### src/rtl/branch_ctrl.sv
// Branch resolution controller: holds the ID stage while a branch waits for its
// operands, then drives the comparator and redirects the PC on a taken result.
module branch_ctrl #(
    parameter int DELAY_SLOT = 1,
    parameter int MAX_WAIT   = 3
) (
    input  logic        clk,
    input  logic        reset,
    input  logic        br_valid,
    input  logic [2:0]  br_op,
    input  logic [31:0] br_target,
    input  logic        rs_pend,
    input  logic        rt_pend,
    input  logic        jumpEn,
    input  logic        stat_clr,
    output logic        cmp_valid,
    output logic [2:0]  cmp_branchOp,
    output logic        id_stall,
    output logic        pc_redirect,
    output logic [31:0] pc_target,
    output logic        if_flush,
    output logic [15:0] br_cnt,
    output logic [15:0] taken_cnt,
    output logic        wait_err
);

    localparam logic [1:0] IDLE  = 2'd0;
    localparam logic [1:0] WAIT  = 2'd1;
    localparam logic [1:0] CMP   = 2'd2;
    localparam logic [1:0] FLUSH = 2'd3;

    localparam logic [3:0] WAIT_LAST  = 4'(MAX_WAIT - 1);
    localparam logic       DROP_SLOT  = 1'(DELAY_SLOT == 0);

    logic [1:0]  state_r;
    logic [1:0]  nextState_s;
    logic [3:0]  waitCnt_r;
    logic [2:0]  op_r;
    logic [31:0] target_r;
    logic [15:0] brCnt_r;
    logic [15:0] takenCnt_r;
    logic        waitErr_r;
    logic        pend_s;
    logic        accept_s;
    logic        timeout_s;
    logic        resolve_s;

    function automatic logic [15:0] satInc(input logic [15:0] value, input logic inc);
        logic [15:0] result;
        if (inc && (value != 16'hFFFF)) begin
            result = value + 16'd1;
        end else begin
            result = value;
        end
        return result;
    endfunction

    assign pend_s = rs_pend | rt_pend;

    // Next-state decode; operand readiness is checked before the wait timeout
    always_comb begin
        nextState_s = state_r;
        accept_s    = 1'b0;
        timeout_s   = 1'b0;
        resolve_s   = 1'b0;
        case (state_r)
            IDLE: begin
                if (br_valid) begin
                    accept_s    = 1'b1;
                    nextState_s = pend_s ? WAIT : CMP;
                end else begin
                    nextState_s = IDLE;
                end
            end
            WAIT: begin
                if (!pend_s) begin
                    nextState_s = CMP;
                end else if (waitCnt_r == WAIT_LAST) begin
                    timeout_s   = 1'b1;
                    nextState_s = IDLE;
                end else begin
                    nextState_s = WAIT;
                end
            end
            CMP: begin
                resolve_s = 1'b1;
                if (jumpEn && DROP_SLOT) begin
                    nextState_s = FLUSH;
                end else begin
                    nextState_s = IDLE;
                end
            end
            FLUSH: begin
                nextState_s = IDLE;
            end
            default: begin
                nextState_s = IDLE;
            end
        endcase
    end

    // FSM state, branch latch and operand-wait counter
    always_ff @(posedge clk or negedge reset) begin
        if (!reset) begin
            state_r   <= IDLE;
            waitCnt_r <= 4'd0;
            op_r      <= 3'd0;
            target_r  <= 32'd0;
        end else begin
            state_r <= nextState_s;
            if (accept_s) begin
                op_r      <= br_op;
                target_r  <= br_target;
                waitCnt_r <= 4'd0;
            end else if (state_r == WAIT) begin
                waitCnt_r <= waitCnt_r + 4'd1;
            end else begin
                waitCnt_r <= waitCnt_r;
            end
        end
    end

    // Statistics; a clear beats any increment or timeout in the same cycle
    always_ff @(posedge clk or negedge reset) begin
        if (!reset) begin
            brCnt_r    <= 16'd0;
            takenCnt_r <= 16'd0;
            waitErr_r  <= 1'b0;
        end else if (stat_clr) begin
            brCnt_r    <= 16'd0;
            takenCnt_r <= 16'd0;
            waitErr_r  <= 1'b0;
        end else begin
            brCnt_r    <= satInc(brCnt_r, resolve_s);
            takenCnt_r <= satInc(takenCnt_r, resolve_s & jumpEn);
            if (timeout_s) begin
                waitErr_r <= 1'b1;
            end else begin
                waitErr_r <= waitErr_r;
            end
        end
    end

    // Strobes are gated by reset so the acceptance stall cannot leak while held in reset
    assign id_stall     = reset & (accept_s | (state_r == WAIT));
    assign cmp_valid    = reset & (state_r == CMP);
    assign pc_redirect  = reset & (state_r == CMP) & jumpEn;
    assign if_flush     = reset & (state_r == FLUSH);
    assign cmp_branchOp = op_r;
    assign pc_target    = target_r;
    assign br_cnt       = brCnt_r;
    assign taken_cnt    = takenCnt_r;
    assign wait_err     = waitErr_r;

endmodule
### config.mk
export PLATFORM = sky130hd
export DESIGN_NAME = branch_ctrl
export DESIGN_NICKNAME = d
export VERILOG_FILES = /design/src/rtl/branch_ctrl.sv
export SDC_FILE = /design/constraint.sdc
export NUM_CORES = 1
export LEC_CHECK = 0
export CAP_MARGIN = 10
export CORE_MARGIN = 2
export CORE_UTILIZATION = 63
export CTS_CLUSTER_SIZE = 12
export DETAILED_ROUTE_END_ITERATION = 16
export DONT_BUFFER_PORTS = 1
export HOLD_SLACK_MARGIN = 0.06
export PLACE_DENSITY = 0.88
export SYNTH_ARGS = -nofsm -noshare
export SYNTH_HDL_FRONTEND = slang
export SYNTH_SLANG_ARGS = --single-unit
### constraint.sdc
create_clock -name clk -period 2.53 [get_ports clk]
set_input_delay 0.506 -clock clk [delete_from_list [all_inputs] [get_ports clk]]
set_output_delay 0.506 -clock clk [all_outputs]
set_load 0.02 [all_outputs]
==> metrics.csv <==
stage,metric,value,unit
global_routing,GRT Residual Overflow,0,
clocking,CTS tree,done,
sta,final critical-path required period,2.145,ns
setup_path,crit-path cells,nor2b_1 > nor2_1 > nor2_1,
setup_path,R2R Setup Slk,0.39,ns
clocking,Hold Buf Count CTS,2,
setup_path,"Slowest-stage cell, CP",dfrtp_1,
drt,DRC errors left,0,
yosys,sequential share of the synthesized area,52.54,%
yosys,top post-synthesis cells by area,"dfrtp_1 53%, mux2_2 13%, a21oi_1 3.3%",
run,max cap viols,0,
yosys,synth unique cells,44,
clocking,CTS buffer count,9,
place,placed inst area,3616,um2
setup_path,Setup crit end kind,primary output,
setup_path,Worst Setup SP,state_r[1],
yosys,post-synthesis cell area,3525,um2
power,Clock power frac,29.8,%
die,Die ar.,6209,um2
drt,antenna-violating nets left,0,
drt,Vias/cell,6.520,
power,P_int,2.505,mW
layout,"final std cell area, no fill",3906,um2
yosys,cell taking the most area after synthesis,dfrtp_1,
global_routing,largest net degree at the start of global routing,75,
clocking,cts repair resizes,0,
setup_path,crit path launch type,register,
min_path,Worst Hold End,br_cnt[14],
global_routing,number of global-route vias before repair,2580,
yosys,Synth Flop Type,dfrtp_1,
power,total power,3.789,mW
drt,WL per Instance,18.80,um
yosys,Syn Area/Cell,11.15,um2
setup_path,RR Startpoint,br_cnt[12],
place,dpl hpwl,5.004,mm
die,Core ar.,5439,um2
place,port bufs,0,
place,Place WS,0.4517,ns
clocking,"Clk Latency, worst-skew pair",0.34,ns
sta,Final Max Tran Viols,0,
sta,Tcrit/Tclk final,84.78,%
yosys,post-synth top area share,52.54,%
layout,fraction of layout cells with a size suffix above 1,20.97,%
sta,Final setup viols,0,
drt,Pre-antenna DRT Iters,5,
layout,Layout Nets,370,
setup_path,crit-path max cell delay,0.53,ns
yosys,number of synthesized register bits,74,
sta,Worst Tran Pin Value,0.6733,ns
global_routing,GRT Total Usage,25.07,%
clocking,CTS H-tree lvls,3,
sta,Setup TNS,0,ns
power,PwrDens,970.0,nW/um2
power,Pleak,1.587,nW
global_routing,global-route wire length before repair,11.99,mm
yosys,post-synth net total,362,
clocking,root buf cell,clkbuf_8,
die,chip width,78.80,um
die,Die H,78.80,um
yosys,post-synthesis async set-or-reset flop share,100.0,%
setup_path,"Arr. time, crit path",1.64,ns
setup_path,CP max FO,10,
setup_path,FF-to-FF End,br_cnt[0],
setup_path,Worst path most repeated cell,nor2_1,
power,switching pwr,1.284,mW
drt,Initial DRC Count,173,
clocking,Post-CTS Setup Bufs,0,
sta,final worst slack,0.3852,ns
global_routing,antenna violations before repair,1,
power,Gate power share,14.4,%
sta,Max Freq,0.4662,GHz
outcome,status,"finished, final reports clean",
die,Initial Util,64.80,%
power,Reg power frac,55.8,%
clocking,clk sinks,74,
place,gpl congestion,0.8720,
power,VDD IR max,0.6968,mV
die,Rows,27,
setup_path,R2R depth,4,
setup_path,Critical Path RT,2.02,ns
sta,Clock Skew,0.007986,ns
clocking,clk buf depth,2,
min_path,Hold Path Class,input pin to register,
clocking,Worst-path clk slew,0.08,ns
sta,RSZ-0062 raised after global routing,no,
drt,Vias,2621,
die,Ports,114,
yosys,Syn. warnings,0,
power,Sw Ratio,33.89,%
min_path,hold path cells,1,
min_path,origin of the worst min-delay path,stat_clr,
sta,final hold vios,0,
sta,Slew headroom,54.70,%
yosys,Post-synth EDFFs,0,
drt,"wirelength, routed",7.558,mm
layout,Synth-to-Final Area Change,10.83,%
layout,fill cell count,409,
setup_path,worst setup path category,register to primary output,
yosys,Syn Inst Count,316,
==> per-stage QoR <==
step                hold slack [ns]  utilization (%)  std cells
finish                       0.2196            71.82        402
global route                 0.1967            71.77        401
CTS                          0.1999            71.77        401
detailed placement           0.2119            66.48        383
global placement             0.2119            66.48        383
floorplan                    0.2104                -        316
==> critical path, delay by kind of cell, from the launching register on <==
kind,cells,cell delay [ns]
AND/OR/NAND/NOR,3,0.77
flip-flops,1,0.53
==> synthesized netlist by cell type (all sizes together), types with 3 or more instances <==
cell	n
nand3	13
nand3b	3
and3	4
nor3	7
nor4	5
mux2	42
a21oi	23
o31ai	10
nor2b	7
nand2b	3
nand2	14
and4	5
ha	4
or3	6
or4	9
inv	11
nand4	13
nor2	17
o41ai	3
dfrtp	74
clkbuf	9
o21ai	12
==> sequential cells by signal, summed over array words and instances, names as in the netlist <==
signal,cells
pc_target,32
br_cnt,16
taken_cnt,16
waitCnt_r,4
cmp_branchOp,3
state_r,2
wait_err,1
==> cells by family (layout without fill, tap and decap cells) <==
kind of cell	count (synthesis)	count (layout)	synth area share [%]
flip-flops	74	74	52.54
AND/OR/NAND/NOR	114	114	19.35
other	0	1	0
buffers and inverters	21	34	2.343
adder cells (fa/ha/maj)	4	4	1.420
multiplexers	43	43	13.70
AO/OA/AOI/OAI	60	60	10.65
==> cell usage in the layout (no fill, tap or decap), drive strengths merged, types with 2 or more instances in the layout <==
cell     n
inv     12
clkbuf  10
a21oi   23
bufinv   3
and3b    2
and3     4
nor4     5
or4      9
nand3b   3
nor2    17
nand3   13
ha       4
nand2b   3
clkinv   2
mux2    42
nand2   14
or3      6
nor2b    7
nor3b    2
nand4   13
buf      6
o41ai    3
and4     5
o21ai   12
a31oi    2
nor3     7
o311ai   2
o31ai   10
dfrtp   74
==> per-layer routing <==
layer	routed length [um]	track usage [%]	up-vias
li1	-	-	1212
met1	3013	30.24	1259
met2	3546	39.23	140
met3	925	12.50	10
met4	73	8.421	0
met5	0	0	-
==> layout make-up <==
class	instances	area (um2)	area share, %
Sequential cell	74	1852	47.41
Multi-Input combinational cell	221	1595	40.84
Clock buffer	10	137.6	3.523
Clock inverter	6	112.6	2.883
Tap cell	72	90.09	2.306
Timing Repair Buffer	7	75.07	1.922
Inverter	11	41.29	1.057
Antenna cell	1	2.502	0.06406
==> power groups by stage <==
stage / registers [mW] / logic [mW] / clock network, mW
2_1_floorplan: 2.05 / 0.476 / 0
3_3_place_gp: 2.12 / 0.497 / 0
3_5_place_dp: 2.12 / 0.531 / 0
4_1_cts: 2.12 / 0.556 / 1.15
5_1_grt: 2.16 / 0.604 / 1.20
6_report: 2.11 / 0.547 / 1.13
==> worst max-delay path by stage <==
stage	end	slack (ns)	depth (start not counted)
after CTS	id_stall	0.38	3
after global routing	br_cnt[0]	0.20	4
after global placement	taken_cnt[14]	0.50	5
final	id_stall	0.39	3
after floorplan	id_stall	0.47	5
after detailed placement	taken_cnt[14]	0.45	5
Note: power is estimated with default switching activity, not from simulation.
